<file path="src/rtl/port_bus_arbiter_if.sv">
// Port bus arbiter interface: two master request/done handshakes plus the
// shared I/O port bus (portaddr/portval/portget/portset/portout).
// The m0_lock/m1_lock inputs exist only when PORT_ARB_LOCK_EN is defined.
interface port_bus_arbiter_if #(
  parameter int WORD_SIZE = 16
);
  // master 0 (CPU)
  logic                 m0_req;
  logic                 m0_set;
  logic [WORD_SIZE-1:0] m0_addr;
  logic [WORD_SIZE-1:0] m0_val;
  logic                 m0_done;
  logic [WORD_SIZE-1:0] m0_rdata;

  // master 1 (DMA / debug monitor)
  logic                 m1_req;
  logic                 m1_set;
  logic [WORD_SIZE-1:0] m1_addr;
  logic [WORD_SIZE-1:0] m1_val;
  logic                 m1_done;
  logic [WORD_SIZE-1:0] m1_rdata;

`ifdef PORT_ARB_LOCK_EN
  logic                 m0_lock;
  logic                 m1_lock;
`endif

  // shared port bus
  logic [WORD_SIZE-1:0] portaddr;
  logic [WORD_SIZE-1:0] portval;
  logic                 portget;
  logic                 portset;
  logic [WORD_SIZE-1:0] portout;

  // debug view of the arbiter state
  logic [1:0]           arb_state;

  // arbiter side
  modport slave (
    input  m0_req, m0_set, m0_addr, m0_val,
    output m0_done, m0_rdata,
    input  m1_req, m1_set, m1_addr, m1_val,
    output m1_done, m1_rdata,
`ifdef PORT_ARB_LOCK_EN
    input  m0_lock, m1_lock,
`endif
    output portaddr, portval, portget, portset,
    input  portout,
    output arb_state
  );

  // master / port-device side
  modport master (
    output m0_req, m0_set, m0_addr, m0_val,
    input  m0_done, m0_rdata,
    output m1_req, m1_set, m1_addr, m1_val,
    input  m1_done, m1_rdata,
`ifdef PORT_ARB_LOCK_EN
    output m0_lock, m1_lock,
`endif
    input  portaddr, portval, portget, portset,
    output portout,
    input  arb_state
  );
endinterface

</file>
<file path="src/rtl/port_bus_arbiter.sv">
// port_bus_arbiter: shares the single I/O port bus between master 0 (CPU)
// and master 1 (DMA / debug monitor). Each transaction is one grant edge,
// WAIT_CYCLES+1 access cycles with the strobe high, then a one-cycle done
// pulse. Ties are broken round-robin; master 0 wins the first tie.
// Define PORT_ARB_LOCK_EN to add m0_lock/m1_lock, which let a master keep
// exclusive ownership of the bus across consecutive transactions.
module port_bus_arbiter #(
  parameter int WORD_SIZE   = 16,
  parameter int WAIT_CYCLES = 1
) (
  input logic               clk,
  input logic               rst_n,
  port_bus_arbiter_if.slave bus
);

  typedef enum logic [1:0] {
    IDLE   = 2'd0,
    ACCESS = 2'd1,
    DONE   = 2'd2
  } state_t;

  localparam logic [3:0] WAIT_LOAD = 4'(WAIT_CYCLES);

  state_t               state;
  logic                 grant;
  logic                 last_grant;
  logic                 lat_set;
  logic [3:0]           wait_cnt;

  // the bus output registers double as the latched address/data of the
  // granted master for the whole access phase
  logic [WORD_SIZE-1:0] port_addr_q;
  logic [WORD_SIZE-1:0] port_val_q;
  logic                 port_get_q;
  logic                 port_set_q;

  logic                 done0_q;
  logic                 done1_q;
  logic [WORD_SIZE-1:0] rdata0_q;
  logic [WORD_SIZE-1:0] rdata1_q;

  logic                 lock_active;
  logic                 lock_owner;

  logic                 owner_lock;
  logic                 granted_lock;
  logic                 lock_hold;
  logic                 any_req;
  logic                 pick;
  logic                 pick_set;
  logic [WORD_SIZE-1:0] pick_addr;
  logic [WORD_SIZE-1:0] pick_val;

`ifdef PORT_ARB_LOCK_EN
  // live lock input of the current lock owner and of the granted master
  always_comb begin
    owner_lock   = lock_owner ? bus.m1_lock : bus.m0_lock;
    granted_lock = grant ? bus.m1_lock : bus.m0_lock;
  end
`else
  assign owner_lock   = 1'b0;
  assign granted_lock = 1'b0;
`endif

  // arbitration decision used at IDLE edges: lock owner first, else round-robin
  always_comb begin
    lock_hold = lock_active && owner_lock;
    any_req   = 1'b0;
    pick      = 1'b0;
    if (lock_hold) begin
      pick    = lock_owner;
      any_req = lock_owner ? bus.m1_req : bus.m0_req;
    end else if (bus.m0_req && bus.m1_req) begin
      any_req = 1'b1;
      pick    = ~last_grant;
    end else if (bus.m0_req) begin
      any_req = 1'b1;
      pick    = 1'b0;
    end else if (bus.m1_req) begin
      any_req = 1'b1;
      pick    = 1'b1;
    end
    pick_set  = pick ? bus.m1_set  : bus.m0_set;
    pick_addr = pick ? bus.m1_addr : bus.m0_addr;
    pick_val  = pick ? bus.m1_val  : bus.m0_val;
  end

  // transaction FSM with all bus, done and rdata outputs registered
  always_ff @(posedge clk or negedge rst_n) begin
    if (!rst_n) begin
      state       <= IDLE;
      grant       <= 1'b0;
      last_grant  <= 1'b1;
      lat_set     <= 1'b0;
      wait_cnt    <= '0;
      port_addr_q <= '0;
      port_val_q  <= '0;
      port_get_q  <= 1'b0;
      port_set_q  <= 1'b0;
      done0_q     <= 1'b0;
      done1_q     <= 1'b0;
      rdata0_q    <= '0;
      rdata1_q    <= '0;
      lock_active <= 1'b0;
      lock_owner  <= 1'b0;
    end else begin
      done0_q <= 1'b0;
      done1_q <= 1'b0;
      case (state)
        IDLE: begin
          if (lock_active && !owner_lock) begin
            lock_active <= 1'b0;
          end
          if (any_req) begin
            grant       <= pick;
            lat_set     <= pick_set;
            wait_cnt    <= WAIT_LOAD;
            port_addr_q <= pick_addr;
            port_val_q  <= pick_val;
            port_set_q  <= pick_set;
            port_get_q  <= ~pick_set;
            state       <= ACCESS;
          end
        end
        ACCESS: begin
          if (wait_cnt == 4'd0) begin
            port_addr_q <= '0;
            port_val_q  <= '0;
            port_get_q  <= 1'b0;
            port_set_q  <= 1'b0;
            if (!lat_set) begin
              if (grant) begin
                rdata1_q <= bus.portout;
              end else begin
                rdata0_q <= bus.portout;
              end
            end
            if (grant) begin
              done1_q <= 1'b1;
            end else begin
              done0_q <= 1'b1;
            end
            state <= DONE;
          end else begin
            wait_cnt <= wait_cnt - 4'd1;
          end
        end
        DONE: begin
          last_grant  <= grant;
          lock_active <= granted_lock;
          lock_owner  <= grant;
          state       <= IDLE;
        end
        default: begin
          state <= IDLE;
        end
      endcase
    end
  end

  assign bus.portaddr  = port_addr_q;
  assign bus.portval   = port_val_q;
  assign bus.portget   = port_get_q;
  assign bus.portset   = port_set_q;
  assign bus.m0_done   = done0_q;
  assign bus.m1_done   = done1_q;
  assign bus.m0_rdata  = rdata0_q;
  assign bus.m1_rdata  = rdata1_q;
  assign bus.arb_state = state;

endmodule

</file>
<file path="src/flat_wrapper.sv">
// flat-port wrapper written by rule: the top's interface ports become plain ports
module port_bus_arbiter_flat 
#(
  parameter int WORD_SIZE   = 16,
  parameter int WAIT_CYCLES = 1
)
  (clk, rst_n, bus_m0_req, bus_m0_set, bus_m0_addr, bus_m0_val, bus_m0_done, bus_m0_rdata, bus_m1_req, bus_m1_set, bus_m1_addr, bus_m1_val, bus_m1_done, bus_m1_rdata, bus_portaddr, bus_portval, bus_portget, bus_portset, bus_portout, bus_arb_state);
  port_bus_arbiter_if #(.WORD_SIZE(WORD_SIZE)) bus_i ();
  input logic clk;
  input logic rst_n;
  input wire logic [$bits(bus_i.m0_req)-1:0] bus_m0_req;
  input wire logic [$bits(bus_i.m0_set)-1:0] bus_m0_set;
  input wire logic [$bits(bus_i.m0_addr)-1:0] bus_m0_addr;
  input wire logic [$bits(bus_i.m0_val)-1:0] bus_m0_val;
  output wire logic [$bits(bus_i.m0_done)-1:0] bus_m0_done;
  output wire logic [$bits(bus_i.m0_rdata)-1:0] bus_m0_rdata;
  input wire logic [$bits(bus_i.m1_req)-1:0] bus_m1_req;
  input wire logic [$bits(bus_i.m1_set)-1:0] bus_m1_set;
  input wire logic [$bits(bus_i.m1_addr)-1:0] bus_m1_addr;
  input wire logic [$bits(bus_i.m1_val)-1:0] bus_m1_val;
  output wire logic [$bits(bus_i.m1_done)-1:0] bus_m1_done;
  output wire logic [$bits(bus_i.m1_rdata)-1:0] bus_m1_rdata;
  output wire logic [$bits(bus_i.portaddr)-1:0] bus_portaddr;
  output wire logic [$bits(bus_i.portval)-1:0] bus_portval;
  output wire logic [$bits(bus_i.portget)-1:0] bus_portget;
  output wire logic [$bits(bus_i.portset)-1:0] bus_portset;
  input wire logic [$bits(bus_i.portout)-1:0] bus_portout;
  output wire logic [$bits(bus_i.arb_state)-1:0] bus_arb_state;
  assign bus_i.m0_req = bus_m0_req;
  assign bus_i.m0_set = bus_m0_set;
  assign bus_i.m0_addr = bus_m0_addr;
  assign bus_i.m0_val = bus_m0_val;
  assign bus_m0_done = bus_i.m0_done;
  assign bus_m0_rdata = bus_i.m0_rdata;
  assign bus_i.m1_req = bus_m1_req;
  assign bus_i.m1_set = bus_m1_set;
  assign bus_i.m1_addr = bus_m1_addr;
  assign bus_i.m1_val = bus_m1_val;
  assign bus_m1_done = bus_i.m1_done;
  assign bus_m1_rdata = bus_i.m1_rdata;
  assign bus_portaddr = bus_i.portaddr;
  assign bus_portval = bus_i.portval;
  assign bus_portget = bus_i.portget;
  assign bus_portset = bus_i.portset;
  assign bus_i.portout = bus_portout;
  assign bus_arb_state = bus_i.arb_state;
  port_bus_arbiter #(.WORD_SIZE(WORD_SIZE), .WAIT_CYCLES(WAIT_CYCLES)) u_core (.clk(clk), .rst_n(rst_n), .bus(bus_i));
endmodule
</file>
<file path="config.mk">
export PLATFORM = sky130hd
export DESIGN_NAME = port_bus_arbiter_flat
export DESIGN_NICKNAME = d
export VERILOG_FILES = /design/src/rtl/port_bus_arbiter_if.sv /design/src/rtl/port_bus_arbiter.sv /design/src/flat_wrapper.sv
export SDC_FILE = /design/constraint.sdc
export NUM_CORES = 1
export LEC_CHECK = 0
export ABC_AREA = 1
export CELL_PAD_IN_SITES_DETAIL_PLACEMENT = 0
export CELL_PAD_IN_SITES_GLOBAL_PLACEMENT = 1
export CORE_MARGIN = 1.5
export CORE_UTILIZATION = 30
export CTS_CLUSTER_DIAMETER = 30
export DETAILED_ROUTE_END_ITERATION = 12
export PLACE_DENSITY_LB_ADDON = 0.12
export SLEW_MARGIN = 15
export SYNTH_ARGS = -nofsm -noshare
export SYNTH_HDL_FRONTEND = slang
export SYNTH_SLANG_ARGS = --single-unit
</file>
<file path="constraint.sdc">
create_clock -name clk -period 1.9 [get_ports clk]
set_input_delay 0.285 -clock clk [delete_from_list [all_inputs] [get_ports clk]]
set_output_delay 0.285 -clock clk [all_outputs]
set_load 0.05 [all_outputs]
</file>
==> results.json <==
{
  "synth.distinct_cells": 25,
  "utilization_pct": 47.7,
  "die_x_um": 114,
  "cp.required_ns": 1.62,
  "outcome": "finished clean",
  "dr.pass1.iters": 4,
  "syn_area_mm2": 0.00371,
  "area_delta_synth_final_pct": 55.0,
  "hpwl_mm": 7.92,
  "critPathLaunchType": "flop",
  "yosysWarnings": 0,
  "seqCellArea_mm2": 0.00193,
  "n_antenna_cell": 0,
  "post-cts-setup-buffer-count": 0,
  "fin_tns_setup_ns": 0,
  "max_slew_margin_pct": 64.1,
  "layout_common_cells": "nand2_1 (156), clkdlybuf4s50_1 (152), dfrtp_1 (76)",
  "portBuffers": 155,
  "grt_pass1_wl_mm": 18.0,
  "drc": 0,
  "synth_area_per_cell_um2": 8.12,
  "num_vias": 3541,
  "final_nets": 700,
  "worstPathMaxFanout": 2,
  "drt_iter0_drc": 161,
  "cts_tree": "yes",
  "wl_per_cell_um": 13.8,
  "die_area_mm2": 0.0130,
  "dieHeight_um": 114,
  "netlist_instances": 457,
  "leakagePower_nw": 2.71,
  "multiInputGateArea_mm2": 0.00148,
  "clkSinkCount": 77,
  "ios": 156,
  "synth_seq_area_share_pct": 52.0,
  "fin_crit_ns": 1.81,
  "p_per_area_mw_per_mm2": 1890,
  "gp_congestion": 0.740,
  "wl_met2_mm": 5.00,
  "power_mw": 10.9,
  "grt_overflow": 0,
  "grt_pass1_vias": 3628,
  "cts_buffers": 9,
  "setup_ws_ns": 0.0873,
  "min_path_type": "input pin to async pin",
  "clk_path_buf_depth": 2,
  "dp_worst_setup_slack_ns": 0.157,
  "cp.arrival_ns": 1.53,
  "clock_skew_ns": 0.00523,
  "fillers": 1217,
  "rsz0062_at_grt": "false",
  "htree_num_levels": 3,
  "core_area_mm2": 0.0121,
  "grt_max_degree": 42,
  "worst-path-buf-inv": 1,
  "ys_ff_latch": 77,
  "dr_wl_met3_um": 744,
  "crit_path_end_kind": "output pin",
  "ant_nets": 0,
  "timing.hold.ws_ns": 0.353,
  "crit_family": "buffers and inverters",
  "cts-root-buf": "clkbuf_16",
  "finalCritPeriodShare_pct": 95.4,
  "critical-path-slowest-cell": "clkdlybuf4s50_1",
  "final_hold_viol_count": 0,
  "antenna_found_initial": 0,
  "met1_length_mm": 4.91,
  "top_layer": "met4",
  "drive_above_1_share_pct": 8.59,
  "setup_viol": 0,
  "wl_mm": 10.9,
  "path_clk_slew_ns": 0.06,
  "clock_latency_ns": 0.34,
  "worstSetupPathType": "flop to output pin",
  "gr-usage-all-layers_pct": 17.6,
  "ir_drop_uv": 928,
  "cpPeakStageDelay_ns": 0.82,
  "rows": 40,
  "cap_violations": 0,
  "syn_nets": 544,
  "avgViaCountPerCell": 4.51,
  "crit_chain": "clkdlybuf4s50_1",
  "layout.cells.most_common": "nand2_1",
  "initial_core_util_pct": 30.8,
  "slew_violations": 0,
  "tightest_slew_ns": 0.537,
  "max_clock_freq_mhz": 552
}
[worst reg2reg max path, cell delays in order (launching register included)]
cell and delay (ns):
dfrtp_1 0.37, inv_1 0.11, ha_1 0.22, nand2_1 0.10, nor2_4 0.15, nand2_2 0.18
nand2_2 0.12, buf_6 0.21, nand2_1 0.08, nand2_1 0.06
[worst paths after layout]
kind / slack (ns) / to / cells after the start / from
min reg2reg: 0.48 / u_core.bus.m1_rdata[0]$_DFFE_PN0P_ / 2 / u_core.bus.m1_rdata[0]$_DFFE_PN0P_
max: 0.09 / bus_portaddr[11] / 1 / u_core.bus.portaddr[11]$_DFFE_PN0P_
min in group clk: 0.48 / u_core.bus.m1_rdata[0]$_DFFE_PN0P_ / 2 / u_core.bus.m1_rdata[0]$_DFFE_PN0P_
max reg2reg: 0.23 / u_core.bus.portval[15]$_DFFE_PN0P_ / 9 / u_core.wait_cnt[0]$_DFFE_PN0P_
max in group asynchronous: 0.97 / u_core.bus.m1_rdata[1]$_DFFE_PN0P_ / 3 / rst_n
min: 0.35 / u_core.bus.portset$_DFFE_PN0P_ / 2 / rst_n
[through the flow]
step | instance area, µm² | instances
final | 5750 | 785
after global routing | 5750 | 785
after CTS | 5750 | 785
after detailed placement | 5440 | 769
after global placement | 5440 | 769
after floorplan | 3710 | 457
[logic make-up (layout without fill, tap and decap cells)]
logic type      after synthesis  count (layout)  synth area share (%)
flops                        77              77                  52.0
fa+ha+maj                     1               1                 0.337
xor+xnor                      1               1                 0.236
buf+inv                      57             217                  8.13
compound gates               74              74                  10.3
simple gates                247             247                  29.0
[synth_stat cells]
cell type	n	area, µm²
buf_6	5	56.3
nand4_1	1	6.26
o21ai_4	1	16.3
nand2_1	156	586
inv_2	2	7.51
buf_4	9	67.6
dfstp_2	1	26.3
nand2_2	5	31.3
nor2_8	1	20.0
clkbuf_1	4	15.0
xor2_1	1	8.76
nor2_4	2	22.5
nor2_1	10	37.5
a31oi_1	1	6.26
inv_1	24	90.1
o21ai_1	29	145
or2_2	1	6.26
dfrtp_1	76	1900
nand2_4	1	11.3
nand3_2	1	10.0
o21ai_0	10	50.1
buf_2	13	65.1
ha_1	1	12.5
nand3_1	69	345
a21oi_1	33	165
[area by class of cell]
class,instances,share of cell area (%)
tap,168,3.66
inverter,26,1.70
clock inverter,4,0.827
sequential,77,33.5
clock buffer,11,4.40
timing repair buffer,176,30.1
multi-input combinational,323,25.7
[power breakdown]
group	internal [mW]	switching, mW	leakage (nW)	total [mW]
sequential	2.37	0.409	0.964	2.78
clock	1.08	0.650	0.147	1.73
combinational	2.06	4.29	1.60	6.35
[state kept, by name, summed over array words and instances (netlist names), 2 cells and up]
register,cells
u_core.bus.m1_rdata,16
u_core.bus.m0_rdata,16
u_core.bus.arb_state,2
u_core.wait_cnt,4
u_core.bus.portaddr,16
u_core.bus.portval,16
[routing by layer]
metal	GRT usage, %	vias up
met4	7.00	0
met2	28.7	104
met5	0	-
li1	-	1791
met1	22.2	1632
met3	4.82	14
[what timing repair did]
action | in CTS | in global routing
endpoints found under the hold margin | 13 | 0
resized for setup | 0 | 1
setup endpoints to repair | 0 | 7
hold buffers | 1 | 0
Power figures use the tool's default switching activity.
